[src/rtl/tc_counter_gen_if.sv]
// Control and status bundle between a counter controller (master) and
// tc_counter_gen (slave).
interface tc_counter_gen_if #(
  parameter int WIDTH  = 4,
  parameter int WRAP_W = 8
);
  logic              clear;
  logic              start;
  logic              stop;
  logic              en;
  logic              auto_reload;
  logic [WIDTH-1:0]  init_val;
  logic [WIDTH-1:0]  count;
  logic              t;
  logic              busy;
  logic              done;
  logic [WRAP_W-1:0] wraps;

  modport master (
    output clear, start, stop, en, auto_reload, init_val,
    input  count, t, busy, done, wraps
  );

  modport slave (
    input  clear, start, stop, en, auto_reload, init_val,
    output count, t, busy, done, wraps
  );
endinterface

[src/rtl/tc_counter_gen.sv]
// Count / terminal-flag generator: start/stop control, one-shot or
// auto-reload operation and a saturating wrap counter.
module tc_counter_gen #(
  parameter int WIDTH   = 4,
  parameter int MAX_VAL = 15,
  parameter int WRAP_W  = 8
) (
  input  logic              clk,
  input  logic              rst,
  tc_counter_gen_if.slave   bus
);

  typedef enum logic [1:0] {
    ST_IDLE = 2'd0,
    ST_RUN  = 2'd1,
    ST_DONE = 2'd2
  } state_e;

  localparam logic [WIDTH-1:0]  MAX_C    = WIDTH'(MAX_VAL);
  localparam logic [WRAP_W-1:0] WRAP_SAT = {WRAP_W{1'b1}};

  state_e            state_q, state_d;
  logic [WIDTH-1:0]  count_q, count_d;
  logic [WRAP_W-1:0] wraps_q, wraps_d;
  logic              t_q, t_d;
  logic              busy_q, busy_d;
  logic              done_q, done_d;

  // Next-state, next-count and flag computation.
  always_comb begin
    state_d = state_q;
    count_d = count_q;
    wraps_d = wraps_q;
    if (bus.clear) begin
      state_d = ST_IDLE;
      count_d = {WIDTH{1'b0}};
      wraps_d = {WRAP_W{1'b0}};
    end else begin
      case (state_q)
        ST_IDLE, ST_DONE: begin
          if (bus.start) begin
            state_d = ST_RUN;
            count_d = (bus.init_val > MAX_C) ? MAX_C : bus.init_val;
          end else begin
            state_d = ST_IDLE;
          end
        end
        ST_RUN: begin
          // start is ignored while running, so stop alone decides here.
          if (bus.stop) begin
            state_d = ST_IDLE;
          end else if (bus.en) begin
            if (count_q < MAX_C) begin
              count_d = count_q + WIDTH'(1);
            end else if (bus.auto_reload) begin
              count_d = {WIDTH{1'b0}};
              wraps_d = (wraps_q == WRAP_SAT) ? wraps_q : wraps_q + WRAP_W'(1);
            end else begin
              state_d = ST_DONE;
            end
          end else begin
            count_d = count_q;
          end
        end
        default: begin
          state_d = ST_IDLE;
        end
      endcase
    end
    // t is derived from the next count so it lands in the same register
    // update as count and can never disagree with it.
    t_d    = (count_d == MAX_C);
    busy_d = (state_d == ST_RUN);
    done_d = (state_d == ST_DONE);
  end

  // State and output registers.
  always_ff @(posedge clk or posedge rst) begin
    if (rst) begin
      state_q <= ST_IDLE;
      count_q <= {WIDTH{1'b0}};
      wraps_q <= {WRAP_W{1'b0}};
      t_q     <= 1'b0;
      busy_q  <= 1'b0;
      done_q  <= 1'b0;
    end else begin
      state_q <= state_d;
      count_q <= count_d;
      wraps_q <= wraps_d;
      t_q     <= t_d;
      busy_q  <= busy_d;
      done_q  <= done_d;
    end
  end

  assign bus.count = count_q;
  assign bus.t     = t_q;
  assign bus.busy  = busy_q;
  assign bus.done  = done_q;
  assign bus.wraps = wraps_q;

endmodule

[src/flat_wrapper.sv]
// flat-port wrapper written by rule: the top's interface ports become plain ports
module tc_counter_gen_flat 
#(
  parameter int WIDTH   = 4,
  parameter int MAX_VAL = 15,
  parameter int WRAP_W  = 8
)
  (clk, rst, bus_clear, bus_start, bus_stop, bus_en, bus_auto_reload, bus_init_val, bus_count, bus_t, bus_busy, bus_done, bus_wraps);
  tc_counter_gen_if #(.WIDTH(WIDTH), .WRAP_W(WRAP_W)) bus_i ();
  input  logic clk;
  input  logic rst;
  input wire logic [$bits(bus_i.clear)-1:0] bus_clear;
  input wire logic [$bits(bus_i.start)-1:0] bus_start;
  input wire logic [$bits(bus_i.stop)-1:0] bus_stop;
  input wire logic [$bits(bus_i.en)-1:0] bus_en;
  input wire logic [$bits(bus_i.auto_reload)-1:0] bus_auto_reload;
  input wire logic [$bits(bus_i.init_val)-1:0] bus_init_val;
  output wire logic [$bits(bus_i.count)-1:0] bus_count;
  output wire logic [$bits(bus_i.t)-1:0] bus_t;
  output wire logic [$bits(bus_i.busy)-1:0] bus_busy;
  output wire logic [$bits(bus_i.done)-1:0] bus_done;
  output wire logic [$bits(bus_i.wraps)-1:0] bus_wraps;
  assign bus_i.clear = bus_clear;
  assign bus_i.start = bus_start;
  assign bus_i.stop = bus_stop;
  assign bus_i.en = bus_en;
  assign bus_i.auto_reload = bus_auto_reload;
  assign bus_i.init_val = bus_init_val;
  assign bus_count = bus_i.count;
  assign bus_t = bus_i.t;
  assign bus_busy = bus_i.busy;
  assign bus_done = bus_i.done;
  assign bus_wraps = bus_i.wraps;
  tc_counter_gen #(.WIDTH(WIDTH), .MAX_VAL(MAX_VAL), .WRAP_W(WRAP_W)) u_core (.clk(clk), .rst(rst), .bus(bus_i));
endmodule
[config.mk]
export PLATFORM = sky130hd
export DESIGN_NAME = tc_counter_gen_flat
export DESIGN_NICKNAME = d
export VERILOG_FILES = /design/src/rtl/tc_counter_gen_if.sv /design/src/rtl/tc_counter_gen.sv /design/src/flat_wrapper.sv
export SDC_FILE = /design/constraint.sdc
export NUM_CORES = 1
export LEC_CHECK = 0
export ABC_AREA = 1
export CORE_MARGIN = 2
export CORE_UTILIZATION = 30
export DETAILED_ROUTE_END_ITERATION = 12
export PLACE_DENSITY = 0.52
export SYNTH_ARGS = -nofsm -noshare
export SYNTH_HDL_FRONTEND = slang
export SYNTH_SLANG_ARGS = --single-unit
[constraint.sdc]
create_clock -name clk -period 3.6 [get_ports clk]
set_input_delay 0.36 -clock clk [delete_from_list [all_inputs] [get_ports clk]]
set_output_delay 0.36 -clock clk [all_outputs]
set_load 0.005 [all_outputs]
==> impl_metrics.tcl, run 1 <==
set metrics [dict create \
    seq_power_share_pct 46.8 \
    grt_max_degree 18 \
    cp_data_arrival_time_ns 2.20 \
    synth.yosys.seq_area_share_pct 38.55 \
    routed_wl_mm 2.604 \
    drtIter0Drc 53 \
    syn_nets 169 \
    dpl.cell_count 226 \
    cts_tree "done" \
    antenna_cells 0 \
    holdWs_ns 0.5019 \
    rsz0062_at_grt "false" \
    finalSetupTns_ns 0 \
    via_count 1073 \
    layout-drive-gt1-share_pct 9.341 \
    area_growth_pct 30.39 \
    rr_startpoint "u_core.bus.wraps[0]" \
    design.die.area_um2 4180 \
    path_max_fanout 13 \
    start_util_pct 30.60 \
    hold_viol 0 \
    rows 22 \
    synthCells 156 \
    cts_buffer_depth 2 \
    cts_root_buf "clkbuf_8" \
    grt_pass1_wl_mm 4.629 \
    worst_setup_path_start_kind "primary input" \
    status "finished, final reports clean" \
    fin_cells 230 \
    power_switching_mw 0.1388 \
    syn_avg_cell_area_um2 7.074 \
    fin_skew_ns 0.007091 \
    drc 0 \
    clkSlewWorstSetupHoldPaths_ns 0.07 \
    netlist.area_leader.share_pct 38.55 \
    place_hpwl_mm 2.068 \
    mappedNetlistArea_um2 1104 \
    synth.largest_area_cell "dfrtp_1" \
    synth.top_cells.by_area "dfrtp_1 39%, nand2_1 16%, inv_1 6.5%, a21oi_1 5.4%, nor2_1 5.4%" \
    cts.htree.levels 1 \
    antenna_found_initial 0 \
    power_frac_clock_pct 30.6 \
    dr.pass1.iters 4 \
    ir_drop_mv 0.1951 \
    power.leakage_nw 0.6646 \
    track_usage_pct 13.84 \
    grt_pass1_vias 1099 \
    die_x_um 64.65 \
    slew_viol_final 0 \
    overflow 0 \
    wire_per_inst_um 11.32 \
    power.share.combinational_pct 22.5 \
    port_buffers 25 \
    post_cts_buffers 0 \
    worstPathRequired_ns 3.79 \
    setup_viol_count_final 0 \
    place.gp.congestion 0.8181 \
    yosysMostFrequentCell "nand2_1" \
    cts_hold_buffers 0 \
    hp-class "primary input to asynchronous set/reset pin" \
    cts_buffers 3 \
    max_cap_violations 0 \
    power.density_nw_per_um2 329.1 \
    ctsResizeCount 0 \
    synth_seq_cells 17 \
    yosys-top-cells-count "48 x nand2_1, 19 x inv_1, 17 x dfrtp_1" \
    postRouteAntennaNets 0 \
    core-area_um2 3606 \
    endpoint_kind "register" \
    fin_crit_ns 2.010 \
    intPower_mw 0.3347 \
    die_h_um 64.65 \
    filler_cell_count 392 \
    synth_ff_type "dfrtp_1" \
    worst_pin_slew_ns 0.6738 \
    timing.fmax_ghz 0.4975 \
    synth_edf_count 0 \
    synth-async-reset-ratio_pct 100.0 \
    max-slew-margin-rel_pct 55.03 \
    io_pins 26 \
    path_class "primary input to register" \
    vias_per_cell 4.665 \
    critPathLaunch "bus_clear" \
    yosys_warnings 0 \
    clock_latency_ns 0.25 \
    p_sw_share_pct 29.32 \
    ys_types 24 \
    min_period_over_period_pct 55.84 \
    cts_sinks 17 \
    finalNetCount 196 \
]
-- metrics by stage --
stage / instance area (um^2) / total power, mW / setup WS (ns) / util (%)
finish: 1439 / 0.4735 / 1.590 / 39.90
CTS: 1439 / 0.4818 / 1.614 / 39.90
global placement: 1394 / 0.3329 / 1.449 / 38.65
global route: 1439 / 0.5027 / 1.432 / 39.90
detailed placement: 1394 / 0.3332 / 1.346 / 38.65
floorplan: 1104 / 0.2827 / 2.238 / -
-- worst max-delay path, cell delays in order --
cell	delay, ns
clkdlybuf4s50_1	0.71
inv_1	0.25
o21ai_0	0.16
nand4_2	0.35
inv_1	0.23
nand2_1	0.08
nand2_1	0.06
-- path summary, 6_finish.rpt --
path	end	depth (start not counted)	slack (ns)
setup / recovery	u_core.bus.wraps[7]	7	1.59
hold / removal	u_core.bus.busy	2	0.50
setup reg to reg	u_core.bus.wraps[7]	8	1.92
hold reg to reg	u_core.bus.wraps[1]	2	0.55
max in group asynchronous	u_core.bus.wraps[6]	2	2.66
min in group clk	u_core.bus.wraps[1]	2	0.55
-- cell type report --
cell class                      count  area, um^2  area share, %
Sequential cell                    17       425.4          29.57
Clock buffer                        4       45.04          3.130
Tap cell                           48       60.06          4.174
Timing Repair Buffer               25       250.2          17.39
Multi-Input combinational cell    116       583.1          40.52
Inverter                           20       75.07          5.217
-- state kept, by name, summed over array words and instances (netlist names) --
name and cells:
u_core.state_q 2, u_core.bus.done 1, u_core.bus.busy 1, u_core.bus.wraps 8
u_core.bus.t 1, u_core.bus.count 4
-- power groups by stage --
stage | clock [mW] | sequential (mW) | combinational (mW)
after detailed placement | 0 | 0.226 | 0.108
after floorplan | 0 | 0.222 | 0.0603
final | 0.145 | 0.222 | 0.107
after CTS | 0.152 | 0.222 | 0.108
after global routing | 0.156 | 0.225 | 0.122
after global placement | 0 | 0.226 | 0.107
-- cell usage in the layout, fill, tap and decap left out, drive strengths merged --
cell type / n
o211ai: 1
nor4: 2
clkdlybuf4s50: 25
inv: 20
nand4: 3
xor2: 3
a21boi: 1
clkbuf: 4
a21oi: 14
o21bai: 1
nand2: 51
dfrtp: 17
ha: 2
nand3: 9
xnor2: 1
nor2: 18
o21ai: 10
-- kinds of logic after synthesis --
group | synth area share (%)
buf+inv | 8.616
flops | 38.55
fa+ha+maj | 2.267
xor+xnor | 3.175
compound gates | 15.31
simple gates | 32.09
-- layer usage --
layer,global-route usage (%),wire (um)
met1,16.14,1179
met2,25.91,1292
met3,3.646,116
met4,1.862,16
met5,0,0
No activity file was read; power rests on OpenSTA's default activity.
==> inputs of run 2 (changes only) <==
Settings changed: PLACE_DENSITY 0.52 to 0.54.
Clock period 3.6 ns to 1.6 ns, I/O delays scaled along.
==> run 2 against run 1 <==
Net effect: worst setup slack got worse by 1.5 ns; critical path type is now register to output port; critical endpoint is now bus_count[3]; largest power group unchanged; flip-flop and latch count unchanged; routed wire length is 3.7% higher; sequential power is 120% higher; global-route usage grew 0.80 points; combinational power grew to 2.8 times the previous value; power rose by 130%; sequential share of layout area fell by 2.0 points; register-to-register slack worse by 1.8 ns; via count up 4.4%.
==> impl_metrics.tcl, run 2 (same netlist as run 1, synthesis figures left out) <==
set metrics [dict create \
    cts_sinks 17 \
    max_stage_delay_ns 0.58 \
    die_h_um 64.65 \
    postRouteAntennaNets 0 \
    rows 22 \
    start_util_pct 30.60 \
    area_growth_pct 39.68 \
    power.leakage_nw 0.7197 \
    worstPathRequired_ns 1.44 \
    final_common_cell "nand2_1" \
    ir_drop_mv 0.2906 \
    regToRegSetupSlack_ns 0.13 \
    status "finished, final reports clean" \
    setup_viol_count_final 0 \
    antenna_found_initial 0 \
    min_period_over_period_pct 94.37 \
    grt_pass1_wl_mm 4.712 \
    max_cap_violations 0 \
    hold_viol 0 \
    grt_max_degree 12 \
    antenna_cells 0 \
    largest_reg_flops 8 \
    path_max_fanout 9 \
    io_pins 26 \
    cts_root_buf "clkbuf_8" \
    worst_pin_slew_ns 0.3268 \
    max-slew-margin-rel_pct 77.98 \
    dr.pass1.iters 4 \
    place_hpwl_mm 2.212 \
    rsz0062_at_grt "false" \
    endpoint_kind "output port" \
    cts_buffer_depth 2 \
    timing.fmax_ghz 0.6623 \
    fin_crit_ns 1.510 \
    finalSetupTns_ns 0 \
    holdWs_ns 0.1918 \
    cts.htree.levels 1 \
    cpMaxStageDelayCell "clkdlybuf4s50_1" \
    hp-class "primary input to asynchronous set/reset pin" \
    final_cell_mix "48 x nand2_1, 25 x clkdlybuf4s50_1, 19 x inv_1" \
    design.die.area_um2 4180 \
    layout-drive-gt1-share_pct 15.46 \
    core-area_um2 3606 \
    worst_setup_path_start_kind "register" \
    drc 0 \
    cts_hold_buffers 0 \
    grt_pass1_vias 1085 \
    power.density_nw_per_um2 720.4 \
    die_x_um 64.65 \
    clkSlewWorstSetupHoldPaths_ns 0.06 \
    vias_per_cell 4.628 \
    overflow 0 \
    path_buf_inv 1 \
    fin_skew_ns 0.001604 \
    finalNetCount 208 \
    port_buffers 25 \
    cp_cell_sequence "clkdlybuf4s50_1" \
    via_count 1120 \
    path_class "register to output port" \
    track_usage_pct 14.64 \
    cts_buffers 3 \
    clock_latency_ns 0.25 \
    cpLargestDelayFamily "buffers and inverters" \
    place.gp.congestion 0.8517 \
    slew_viol_final 0 \
    cts_tree "done" \
    routed_wl_mm 2.700 \
    cp_data_arrival_time_ns 1.35 \
    drtIter0Drc 37 \
    wire_per_inst_um 11.16 \
    post_cts_buffers 0 \
    ctsResizeCount 0 \
]
## run 2: changes by cell type in the layout (fill, tap and decap cells not counted), sizes merged
| cell | previous run | this run |
|---|---|---|
| buf | 0 | 12 |
## run 2: through the flow
stage                     util [%]  cells  power (mW)  instance area [um^2]  setup WS, ns
after floorplan                  -    156      0.6360                  1104        0.2377
after global placement       41.15    238      0.7875                  1484     -0.005761
after detailed placement     41.15    238      0.7931                  1484      -0.07913
after CTS                    42.40    242       1.125                  1529       0.03381
after global routing         42.75    242       1.188                  1541      0.002571
final                        42.75    242       1.110                  1541       0.09012
## run 2: final cells by class
class	count	area, um^2
Tap cell	48	60.06
Clock buffer	4	45.04
Multi-Input combinational cell	116	595.6
Sequential cell	17	425.4
Inverter	20	75.07
Fill cell	355	2064
Timing Repair Buffer	37	340.3
## run 2: report_power, final
| part | internal, mW | total [mW] | switching (mW) |
|---|---|---|---|
| Sequential | 0.458 | 0.490 | 0.0313 |
| Combinational | 0.152 | 0.296 | 0.144 |
| Clock | 0.177 | 0.325 | 0.148 |
## run 2: layer usage
metal  global-route usage (%)  share of wire (%)  up-vias
met5                        0                  0        -
li1                         -                  -      572
met4                    10.37                3.3        0
met2                    24.22                 46       32
met3                    3.125                5.4        8
met1                    16.74                 45      508
## run 2: path summary, 6_finish.rpt
| check | startpoint | to | depth (start not counted) |
|---|---|---|---|
| hold / removal | rst | u_core.state_q[1] | 3 |
| min in group clk | u_core.bus.wraps[4] | u_core.bus.wraps[4] | 2 |
| max in group asynchronous | rst | u_core.bus.wraps[2] | 3 |
| setup reg to reg | u_core.bus.wraps[0] | u_core.bus.wraps[1] | 7 |
| setup / recovery | u_core.bus.count[3] | bus_count[3] | 1 |
| hold reg to reg | u_core.bus.wraps[4] | u_core.bus.wraps[4] | 2 |
